[src/rtl/dda_cfg_loader_pkg.sv]
// Shared types and constants for the Lorenz DDA configuration loader.
// Sizes that depend on the posit width are provided as functions of N.
package dda_cfg_loader_pkg;

   typedef enum logic [1:0] {
      ST_IDLE = 2'd0,
      ST_LOAD = 2'd1,
      ST_INIT = 2'd2,
      ST_RUN  = 2'd3
   } state_e;

   localparam int NUM_WORDS = 7;

   localparam int IDX_ICX   = 0;
   localparam int IDX_ICY   = 1;
   localparam int IDX_ICZ   = 2;
   localparam int IDX_SIGMA = 3;
   localparam int IDX_BETA  = 4;
   localparam int IDX_RHO   = 5;
   localparam int IDX_DT    = 6;

   function automatic int num_cfg_bytes(input int n);
      return NUM_WORDS * (n / 8);
   endfunction

   // Wide enough to hold the full byte count, not just the last index.
   function automatic int byte_cnt_width(input int n);
      return $clog2(NUM_WORDS * (n / 8) + 1);
   endfunction

endpackage

[src/rtl/dda_cfg_loader_step_prescaler.sv]
// Integration step strobe generator: one dda_en pulse every div_q+1 RUN cycles,
// with a modular count of the pulses issued.
module dda_step_prescaler #(
   parameter int STEP_W = 16
) (
   input  logic              clk,
   input  logic              rst,
   input  logic              div_load_i,
   input  logic [7:0]        div_i,
   input  logic              clr_i,
   input  logic              active_i,
   output logic              stb_o,
   output logic [STEP_W-1:0] step_count_o
);

   logic [7:0]        div_q, div_d;
   logic [7:0]        presc_q, presc_d;
   logic [STEP_W-1:0] cnt_q, cnt_d;

   assign stb_o        = active_i && (presc_q == div_q);
   assign step_count_o = cnt_q;

   always_comb begin
      div_d   = div_q;
      presc_d = presc_q;
      cnt_d   = cnt_q;
      if (div_load_i) begin
         div_d = div_i;
      end
      if (clr_i) begin
         presc_d = '0;
         cnt_d   = '0;
      end else if (active_i) begin
         if (presc_q == div_q) begin
            presc_d = '0;
            cnt_d   = cnt_q + 1'b1;
         end else begin
            presc_d = presc_q + 1'b1;
         end
      end
   end

   always_ff @(posedge clk or posedge rst) begin
      if (rst) begin
         div_q   <= '0;
         presc_q <= '0;
         cnt_q   <= '0;
      end else begin
         div_q   <= div_d;
         presc_q <= presc_d;
         cnt_q   <= cnt_d;
      end
   end

endmodule

[src/rtl/dda_cfg_loader.sv]
// Byte-stream configuration loader and rst/en sequencer for the Lorenz posit DDA core.
// All outputs decode registered state only.
module dda_cfg_loader
   import dda_cfg_loader_pkg::*;
#(
   parameter int N      = 16,
   parameter int ES     = 1,
   parameter int STEP_W = 16
) (
   input  logic              clk,
   input  logic              rst,
   input  logic              load,
   input  logic              run,
   input  logic              stop,
   input  logic [7:0]        data_in,
   input  logic              data_valid,
   input  logic [7:0]        div,
   output logic [N-1:0]      icx,
   output logic [N-1:0]      icy,
   output logic [N-1:0]      icz,
   output logic [N-1:0]      sigma,
   output logic [N-1:0]      beta,
   output logic [N-1:0]      rho,
   output logic [N-1:0]      dt,
   output logic              dda_rst,
   output logic              dda_en,
   output logic              cfg_valid,
   output logic              busy,
   output logic [STEP_W-1:0] step_count
);

   localparam int BPW = N / 8;
   localparam int NB  = num_cfg_bytes(N);
   localparam int BCW = byte_cnt_width(N);

   if ((N % 8) != 0 || N < 8 || ES < 0) begin : g_bad_param
      $error("dda_cfg_loader: N must be a positive multiple of 8 and ES non-negative");
   end

   state_e         state_q, state_d;
   logic [BCW-1:0] bcnt_q, bcnt_d;
   logic           cfg_valid_q, cfg_valid_d;
   logic           byte_wr;
   logic           run_acc;
   logic           step_stb;
   logic [N-1:0]   word_q [NUM_WORDS];

   always_comb begin
      state_d     = state_q;
      bcnt_d      = bcnt_q;
      cfg_valid_d = cfg_valid_q;
      byte_wr     = 1'b0;
      run_acc     = 1'b0;
      case (state_q)
         ST_IDLE: begin
            if (stop) begin
               state_d = ST_IDLE;
            end else if (load) begin
               state_d     = ST_LOAD;
               bcnt_d      = '0;
               cfg_valid_d = 1'b0;
            end else if (run && cfg_valid_q) begin
               state_d = ST_INIT;
               run_acc = 1'b1;
            end
         end
         ST_LOAD: begin
            // An abort takes precedence over a byte arriving in the same cycle.
            if (stop) begin
               state_d = ST_IDLE;
            end else if (data_valid) begin
               byte_wr = 1'b1;
               bcnt_d  = bcnt_q + 1'b1;
               if (bcnt_q == BCW'(NB - 1)) begin
                  state_d     = ST_IDLE;
                  cfg_valid_d = 1'b1;
               end
            end
         end
         ST_INIT: state_d = stop ? ST_IDLE : ST_RUN;
         ST_RUN:  if (stop) state_d = ST_IDLE;
         default: state_d = ST_IDLE;
      endcase
   end

   always_ff @(posedge clk or posedge rst) begin
      if (rst) begin
         state_q     <= ST_IDLE;
         bcnt_q      <= '0;
         cfg_valid_q <= 1'b0;
      end else begin
         state_q     <= state_d;
         bcnt_q      <= bcnt_d;
         cfg_valid_q <= cfg_valid_d;
      end
   end

   // Byte k of the stream lands in word k/BPW, most significant byte first.
   always_ff @(posedge clk or posedge rst) begin
      if (rst) begin
         for (int w = 0; w < NUM_WORDS; w++) begin
            word_q[w] <= '0;
         end
      end else if (byte_wr) begin
         for (int w = 0; w < NUM_WORDS; w++) begin
            for (int b = 0; b < BPW; b++) begin
               if (bcnt_q == BCW'(w * BPW + b)) begin
                  word_q[w][N-1-8*b -: 8] <= data_in;
               end
            end
         end
      end
   end

   dda_step_prescaler #(
      .STEP_W (STEP_W)
   ) u_presc (
      .clk          (clk),
      .rst          (rst),
      .div_load_i   (run_acc),
      .div_i        (div),
      .clr_i        (state_q == ST_INIT),
      .active_i     (state_q == ST_RUN),
      .stb_o        (step_stb),
      .step_count_o (step_count)
   );

   assign icx       = word_q[IDX_ICX];
   assign icy       = word_q[IDX_ICY];
   assign icz       = word_q[IDX_ICZ];
   assign sigma     = word_q[IDX_SIGMA];
   assign beta      = word_q[IDX_BETA];
   assign rho       = word_q[IDX_RHO];
   assign dt        = word_q[IDX_DT];
   assign cfg_valid = cfg_valid_q;
   assign busy      = (state_q != ST_IDLE);
   assign dda_rst   = (state_q == ST_INIT);
   // The INIT cycle also pulses en so the integrators capture their ICs.
   assign dda_en    = (state_q == ST_INIT) || step_stb;

endmodule

[config.mk]
export PLATFORM = sky130hd
export DESIGN_NAME = dda_cfg_loader
export DESIGN_NICKNAME = d
export VERILOG_FILES = /design/src/rtl/dda_cfg_loader_pkg.sv /design/src/rtl/dda_cfg_loader_step_prescaler.sv /design/src/rtl/dda_cfg_loader.sv
export SDC_FILE = /design/constraint.sdc
export NUM_CORES = 1
export LEC_CHECK = 0
export ABC_AREA = 1
export BUFFER_PORTS_ARGS = -buffer_cell sky130_fd_sc_hd__buf_4
export CAP_MARGIN = 10
export CORE_MARGIN = 2
export CORE_UTILIZATION = 54
export CTS_CLUSTER_SIZE = 28
export DETAILED_ROUTE_END_ITERATION = 16
export HOLD_SLACK_MARGIN = 0.05
export PLACE_DENSITY = 0.84
export SYNTH_ARGS = -nofsm -noshare
export SYNTH_HDL_FRONTEND = slang
export SYNTH_SLANG_ARGS = --single-unit
export TNS_END_PERCENT = 100
[constraint.sdc]
create_clock -name clk -period 5 [get_ports clk]
set_clock_uncertainty 0.2 [all_clocks]
set_input_delay 0.25 -clock clk [delete_from_list [all_inputs] [get_ports clk]]
set_output_delay 0.25 -clock clk [all_outputs]
set_load 0.01 [all_outputs]
# Word-level counts from Yosys, hierarchy flattened
# Cells that the tools add are included.
[classes] add_sub_neg=3 eq_ne=26 n_mux=33 n_reduce_logical=27
[op_table] operator="16-bit two-way mux" n=3
[op_table] operator="2-bit AND reduction" n=15
[op_table] operator="4-bit == test (second input constant)" n=6
[op_table] operator="8-bit two-way mux" n=3
[op_table] operator="16-bit by 1-bit adder with 16-bit output (second input constant)" n=1
[op_table] operator="4-bit by 3-bit == test with 1-bit output (second input constant)" n=4
[op_table] operator="2-bit two-way mux" n=8
[op_table] operator="4-bit two-way mux" n=4
[op_table] operator="1-bit two-way mux" n=12
[op_table] operator="2-bit != test (second input constant)" n=6
[op_table] operator="8-bit by 1-bit adder with 8-bit output (second input constant)" n=1
[op_table] operator="4-bit by 2-bit == test with 1-bit output (second input constant)" n=2
[op_table] operator="8-bit == test" n=1
[op_table] operator="2-bit one-hot mux with 4 select lines" n=1
[op_table] operator="4-bit one-hot mux with 2 select lines" n=1
[op_table] operator="2-bit nonzero test" n=4
[op_table] operator="3-bit != test (second input constant)" n=2
[op_table] operator="6-bit AND reduction" n=1
[op_table] operator="5-bit AND reduction" n=1
[op_table] operator="4-bit by 1-bit adder with 4-bit output (second input constant)" n=1
[op_table] operator="2-bit == test (second input constant)" n=2
[op_table] operator="4-bit by 1-bit == test with 1-bit output (second input constant)" n=1
[op_table] operator="4-bit logical NOT" n=1
[op_table] operator="4-bit != test (second input constant)" n=1
[op_table] operator="6 further kinds" n=7
[totals] ff_bits=151 output_inout_bits=132 word_cells=109

# Longest topological paths before layout
# Gate-level depths: netlist of the first run.
[logic_depth] ltp_word=5 mapped_depth=11

# Cells and area by module
# A second synthesis of the first run with hierarchy kept.
[unflattened] cells_unflattened=841 hier_area_um2=6936.7
[modules_own_cells] module="dda_cfg_loader" instances=1 cells_per_inst=577 area_per_inst_um2=5012.3
[modules_own_cells] module="dda_step_prescaler" instances=1 cells_per_inst=264 area_per_inst_um2=1924.3

# Worst setup path after synthesis of the first run
# Ideal clock, no wire load.
[synth_timing] path_kind="register to register" start="register bcnt_q[1]" end="register word_q (netlist bit dt[1])" arrival_ps=1405 required_ps=4669 slack_ps=3263 stages_incl_launch_ff=8 n_path_buf=1 period_less_slack_ps=1737 path_cell_list="dfrtp_1 > inv_1 > ha_1 > and3_1 > nand2_2 > buf_2 > nand2_1 > o21ai_1"
[synth_via] elab_chain_len=2
[synth_rtl] item="start: declaration" line="dda_cfg_loader.sv:41" text="logic [BCW-1:0] bcnt_q, bcnt_d;"
[synth_rtl] item="start signal: assignment" line="dda_cfg_loader.sv:93" text="bcnt_q <= bcnt_d;"
[synth_rtl] item="4-bit == test" line="dda_cfg_loader.sv:107" text="if (bcnt_q == BCW'(w * BPW + b)) begin"
[synth_rtl] item="2-bit AND reduction (no line)"
[synth_rtl] item="end signal: indexed assignment" line="dda_cfg_loader.sv:108" text="word_q[w][N-1-8*b -: 8] <= data_in;"
[synth_rtl] item="end: declaration" line="dda_cfg_loader.sv:46" text="logic [N-1:0] word_q [NUM_WORDS];"
# No other way between the ends.
# A chain may end at the register's enable or synchronous reset.

# Final worst setup path of the first run
[layout_timing] start="register state_q[1]" end="output port dda_en"
[layout_via] elab_chain_len=3 word_cells_on_any_way=4
[layout_rtl] item="start: declaration" line="dda_cfg_loader.sv:40" text="state_e state_q, state_d;"
[layout_rtl] item="start signal: assignment" line="dda_cfg_loader.sv:92" text="state_q <= state_d;"
[layout_rtl] item="2-bit == test" line="dda_cfg_loader.sv:123" text=".active_i (state_q == ST_RUN),"
[layout_rtl] item="1-bit logical AND" line="dda_cfg_loader_step_prescaler.sv:20" text="assign stb_o = active_i && (presc_q == div_q);"
[layout_rtl] item="1-bit logical OR (*)" line="dda_cfg_loader.sv:139" text="assign dda_en = (state_q == ST_INIT) || step_stb;"
[layout_rtl] item="end: declaration" line="dda_cfg_loader.sv:26" text="output logic dda_en,"
# Mark *: on every way between the ends. The rest lies on a longest branch, timed or not.

==> results of run 1 <==
what timing repair did:
item,in CTS,in global routing
resized for setup,0,0
endpoints found under the hold margin,119,0
hold buffers,12,0
final cells by class:
type                            instances  area, um^2  share of cell area (%)
Tap cell                              147         184                    2.18
Multi-Input combinational cell        481        2410                    28.6
Clock inverter                         11         109                    1.29
Inverter                               53         204                    2.41
Timing Repair Buffer                  166        1280                    15.1
Sequential cell                       151        3780                    44.7
Clock buffer                           21         480                    5.69
cell usage after synthesis, drive strengths merged:
cell type / number
ha: 6
nor3: 3
o22ai: 2
nand3b: 1
xor2: 9
buf: 18
o211ai: 1
nor2: 47
inv: 53
nand4: 13
dfrtp: 151
clkbuf: 12
and3: 2
nand2: 217
xnor2: 3
nand3: 40
a21oi: 16
o21ai: 120
o21bai: 1
layer usage:
layer | GRT usage [%] | wire [um] | vias to the layer above
li1 | - | - | 2629
met1 | 33.9 | 6790 | 2582
met2 | 41.0 | 7870 | 184
met3 | 8.26 | 1220 | 22
met4 | 7.64 | 267 | 0
met5 | 0 | 0 | -
report_power, final:
group,switching (mW),internal (mW),leakage [nW]
Combinational,0.367,0.270,1.96
Clock,0.512,0.746,0.291
Sequential,0.116,1.38,2.05
critical path: stages, from the launching register on:
cell	delay, ns
dfrtp_1	0.66
nand2_1	0.12
inv_1	0.21
nand3_2	0.35
nand2_2	0.37
buf_4	0.19
registers in the layout (all words and copies together) (netlist names):
name and count:
beta 16, dt 16, icx 16, icy 16
icz 16, rho 16, sigma 16, u_presc.step_count_o 16
u_presc.div_q 8, u_presc.presc_q 8, bcnt_q 4, state_q 2
cfg_valid 1
how the worst min path moves through the flow:
stage / from / endpoint / slack (ns) / depth (start not counted)
6_report: load / state_q[0]$_DFFE_PP0P_ / 0.09 / 5
5_1_grt: load / state_q[0]$_DFFE_PP0P_ / 0.15 / 5
4_1_cts: load / state_q[0]$_DFFE_PP0P_ / 0.05 / 5
3_5_place_dp: icz[10]$_DFFE_PP0P_ / icz[10]$_DFFE_PP0P_ / 0.27 / 2
3_3_place_gp: icz[10]$_DFFE_PP0P_ / icz[10]$_DFFE_PP0P_ / 0.27 / 2
2_1_floorplan: stop / state_q[1]$_DFFE_PP0P_ / 0.16 / 1
logic make-up after synthesis:
kind of cell | Yosys count
and+or+nand+nor | 323
DFF | 151
AOI/OAI and AO/OA | 140
buffers and inverters | 83
xor gates and xnor gates | 12
adders and majority gates | 6
through the flow:
step           instances  worst slack [ns]
2_1_floorplan        715             0.485
3_3_place_gp         986              2.77
3_5_place_dp         986              2.68
4_1_cts             1030              2.22
5_1_grt             1030              2.02
6_report            1030              2.23
==> results by group, run 1 <==
Worst hold path
  • HP Class: input port to flop

Clock network
  • Clock slew at reported path FFs: 0.06 ns
  • Clock Sinks: 151
  • Clk_lat worst skew: roughly 0.42 ns
  • Max clock buf depth: 2
  • CTS H-Tree Depth: 4
  • CTS tree: built
  • Num CTS Buffers: 17
  • CTS Root Cell: clkbuf_16
  • Setup repair bufs after CTS: 0

Synth
  • Synth area leaders: dfrtp_1 (57%), nand2_1 (12%), o21ai_1 (5.8%)
  • Post-synthesis compound-gate area fraction: 11.2%
  • Adder-Cell Fraction of Synth Area: 1.14%
  • Post-synthesis sequential area ratio: between 50% and 60%
  • Synth Area per Inst: a little over 9 um^2
  • Synth Area in Simple Gates: 22.6%
  • Syn Inst Count: just over 700
  • Warnings from Yosys: 0
  • Synth cell types: 32
  • Register bit total from synthesis: 151
  • Largest family of logic cells by synthesized area: simple AND/OR/NAND/NOR gates
  • Share of the synthesized area in the top cell type: between 50 and 60%
  • Post-synthesis cell area: 6600 um^2
  • Synth Net Count: 743
  • Post-synthesis cell type with the largest combined area: dfrtp_1
  • Post-synthesis mux area share: 0%
  • XOR/XNOR share of the synthesized area: about 1.6%

Timing
  • Fmax: 361 MHz
  • Worst hold slack: 0.0895 ns
  • Number of setup violations in the final report: 0
  • Final Hold Fails: 0
  • Relative slew slack: 37.4%
  • Max-slew violation count: 0
  • Final period utilization: 55.4%
  • Worst-Margin Slew: 0.940 ns
  • Final min period: 2.77 ns
  • Unrepaired setup endpoints after global routing: no
  • TNS Setup: 0 ns

Route
  • DR pass1 iterations: 5
  • DRC: 0
  • Vias: 5,417
  • DRT antenna net count: 0
  • DR vias/cell: 5.26
  • Initial DRC count: 469
  • WL/cell: 15.7 um
  • WL final: 16.1 mm

Setup path
  • Worst Path Required: ~4.6 ns
  • Worst reg2reg setup slack: 2.48 ns
  • End of the critical path: dda_en
  • Critical setup path kind: flop to primary output
  • CP Capture Type: primary output
  • CP arrival: approximately 2.3 ns
  • RR Startpoint: state_q[1]$_DFFE_PP0P_
  • Worst R2R End: state_q[1]$_DFFE_PP0P_
  • Worst Setup SP: state_q[1]$_DFFE_PP0P_
  • Startpoint types: flop
  • Crit-path max FO: 18
  • Worst Reg-to-Reg Cells: 5

Global routing
  • Initial antenna violation count: 0
  • Global-route wire length before repair: 26.2 mm
  • Final global-route overflow total: 0
  • Gr usage total: between 20% and 30%
  • Vias in the first global route: 5,197
  • Largest net degree at the start of global routing: 110

Floorplanning
  • Num ports: 154
  • Die height: 115 um
  • Row cnt: 40
  • Die ar.: 13,100 um^2
  • Initial Utilization: between 50% and 60%
  • Chip Width: 115 um
  • Core Area: between 10,000 and 15,000 um^2

Final layout
  • Commonest non-fill, non-tap cells in the layout: nand2_1 (213), buf_4 (154), dfrtp_1 (151)
  • Post-layout util: 70.6%
  • Final Instance Area: between 8000 and 9000 um^2
  • Area grow syn2layout: 28.0%
  • Number of fill cells in the layout: 901
  • Commonest non-fill, non-tap cell in the layout: nand2_1
  • Ant diodes: 0
  • Nets: approximately 900
  • Fraction of layout instances using a drive strength above 1: 25.0%

Pwr
  • Power per cell area: 401 nW/um^2
  • Leakage: 4.30 nW
  • Maximum VDD drop: 0.353 mV
  • Total power draw: 3.39 mW

Place
  • DP Area: around 7700 um^2
  • Number of buffers added on ports: 153
  • Post-DP HPWL: 10.9 mm
  • Final Wtd Congestion: a little under 0.9

Status
  • Status: completed

Flow run
  • Max cap viols: 0
Power figures use the tool's default switching activity.
==> inputs of run 2 (changes only) <==
CORE_UTILIZATION = 49   (was 54)
PLACE_DENSITY = 0.81   (was 0.84)
clock period = 2.5 ns   (was 5 ns; I/O delays follow)
==> results by group, run 2 (synthesis results as in run 1) <==
Timing
  • Worst-Margin Slew: 0.831 ns (-0.109 ns)
  • Relative slew slack: 44.6% (+7.3 points)
  • TNS Setup: 0 ns (unchanged)
  • Final period utilization: 94.7%
  • Max-slew violation count: 0 (unchanged)
  • Unrepaired setup endpoints after global routing: no
  • Number of setup violations in the final report: 0 (unchanged)
  • Final min period: ~2.4 ns
  • Fmax: 422 MHz
  • Final Hold Fails: 0 (unchanged)
  • Setup ws final: 0.132 ns (-2.10 ns)

Route
  • Met3 WL post-DR: 1.31 mm (+7.7%)
  • DR vias/cell: 5.07 (-3.5%)
  • Highest routed layer: met4
  • Vias: 5,408 (-0.17%)
  • Met2 WL: 7.60 mm (-3.4%)
  • DRC: 0 (unchanged)
  • DR pass1 iterations: 5 (unchanged)
  • Initial DRC count: 336 (-28%)
  • WL final: 16.3 mm (+0.93%)
  • DRT met1 WL: 7.19 mm (+5.9%)
  • WL/cell: 15.3 um (-2.5%)
  • DRT antenna net count: 0 (unchanged)

Final layout
  • Nets: 905 (+0.78%)
  • Number of fill cells in the layout: 1,031 (+14%)
  • Commonest non-fill, non-tap cells in the layout: nand2_1 (213), buf_4 (156), dfrtp_1 (150)
  • Commonest non-fill, non-tap cell in the layout: nand2_1
  • Ant diodes: 0 (unchanged)
  • Area grow syn2layout: 29.5%
  • Fraction of layout instances using a drive strength above 1: 25.2% (+0.14 points)

Place
  • Setup slack at placement: 0.364 ns (-2.32 ns)
  • Number of buffers added on ports: 153 (unchanged)
  • Post-DP HPWL: 10.7 mm (-1.5%)
  • Final Wtd Congestion: 0.858 (-1.6%)

Clock network
  • Clock slew at reported path FFs: 0.07 ns (about the same)
  • CTS tree: built
  • Clk_lat worst skew: 0.42 ns (about the same)
  • Max clock buf depth: 2 (unchanged)
  • Clock Sinks: 151 (unchanged)
  • CTS H-Tree Depth: 4 (unchanged)
  • Num CTS Buffers: 17 (unchanged)
  • CTS Root Cell: clkbuf_16

Pwr
  • Sw Ratio: 30.4% (+1.0 points)
  • Clock power share: 36.9% (-0.2 points)
  • Maximum VDD drop: 0.827 mV (+130%)
  • Net switching power: 2.06 mW (+110%)
  • Logic pwr share: 19.2% (+0.4 points)
  • Power per cell area: 795 nW/um^2 (+98%)
  • Reg power frac: 43.9% (-0.2 points)
  • Total power draw: 6.80 mW (+100%)
  • Leakage: 4.31 nW (+0.32%)
  • Int Pwr: 4.73 mW (+98%)

Global routing
  • Largest net degree at the start of global routing: 152 (+38%)
  • Gr usage total: 23.9% (-1.9 points)
  • Final global-route overflow total: 0 (unchanged)
  • Initial antenna violation count: 0 (unchanged)
  • Global-route wire length before repair: 26.8 mm (+2.4%)
  • Vias in the first global route: 5,229 (+0.62%)

Floorplanning
  • Initial Utilization: 50.0% (-5.1 points)
  • Row cnt: 42 (+5.0%)
  • Die height: 120 um (+4.8%)
  • Num ports: 154 (unchanged)
  • Die ar.: 14,400 um^2 (+9.8%)
  • Chip Width: 120 um (+4.8%)
  • Core Area: 13,200 um^2 (+10%)

Status
  • Status: completed

Setup path
  • CP arrival: 2.52 ns (+0.20 ns)
  • Worst reg2reg setup slack: 0.13 ns (-2.35 ns)
  • Worst Path Required: 2.65 ns (-1.90 ns)
  • Crit path depth: 8 (+3)
  • Startpoint types: flop
  • Top cell by count, worst path: nand3_1
  • Worst Reg-to-Reg Cells: 8 (+3)
  • Kind of cell adding the most delay to the critical path: buffers and inverters
  • Crit-path max FO: 4 (-14)
  • Slowest CP cell: dlygate4sd3_1
  • Critical setup path kind: flop to flop
  • CP Capture Type: flop
  • Worst path cell trace: inv_1, ha_1, and3_1, nand3_1, nand3_1, nand3_1, o21ai_0, dlygate4sd3_1
  • Slowest stage delay, CP: 0.56 ns (-0.10 ns)
  • Bufs and invs on worst path: 2 (unchanged)

Flow run
  • Max cap viols: 0 (unchanged)

Worst hold path
  • HP Class: input port to flop
  • Worst Hold Path Cells: 3 (-2)
-- run 2: path summary, 6_finish.rpt --
kind | start | endpoint
worst max-delay path | bcnt_q[1]$_DFFE_PP0P_ | state_q[1]$_DFFE_PP0P_
worst min-delay path | data_in[5] | icz[5]$_DFFE_PP0P_
worst max register to register | bcnt_q[1]$_DFFE_PP0P_ | state_q[1]$_DFFE_PP0P_
worst min register to register | rho[0]$_DFFE_PP0P_ | rho[0]$_DFFE_PP0P_
max in group asynchronous | rst | icz[4]$_DFFE_PP0P_
min in group asynchronous | rst | sigma[10]$_DFFE_PP0P_
-- run 2: area by class of cell --
type                       count  area, um^2  share of cell area, %
clock buffer                  19         443                   5.18
timing repair buffer         173        1350                   15.8
tap                          176         220                   2.58
inverter                      53         203                   2.37
sequential                   151        3780                   44.2
clock inverter                13         135                   1.58
multi-input combinational    481        2410                   28.2
-- run 2: layer usage --
layer / track usage [%] / vias to the layer above
li1: - / 2651
met1: 32.0 / 2581
met2: 36.7 / 160
met3: 8.08 / 16
met4: 7.57 / 0
met5: 0 / -
-- run 2: repair_timing --
item / in CTS / in global routing
endpoints found under the setup margin: 0 / 1
hold buffers: 16 / 0
gates resized for setup: 0 / 1
buffers inserted: 0 / 0
endpoints found under the hold margin: 169 / 0
-- run 2: through the flow --
step	cells	hold slack [ns]	util (%)	instance area [um^2]
finish	1066	0.0752	64.8	8550
global route	1066	0.0983	64.8	8550
CTS	1066	0.0573	64.8	8540
detailed placement	1018	0.182	59.2	7810
global placement	1018	0.171	59.2	7810
floorplan	715	0.0326	-	6600
-- run 2: worst register-to-register path, stage by stage, from the launching register on --
cell	delay, ns
dfrtp_1	0.42
inv_1	0.11
ha_1	0.37
and3_1	0.29
nand3_1	0.09
nand3_1	0.12
nand3_1	0.08
o21ai_0	0.07
dlygate4sd3_1	0.56
-- run 2: power groups by stage --
stage               Sequential, mW  Combinational [mW]  Clock (mW)
global placement              3.00                1.23           0
finish                        2.98                1.31        2.51
CTS                           2.98                1.31        2.56
floorplan                     3.06               0.644           0
global route                  3.02                1.44        2.67
detailed placement            3.00                1.27           0
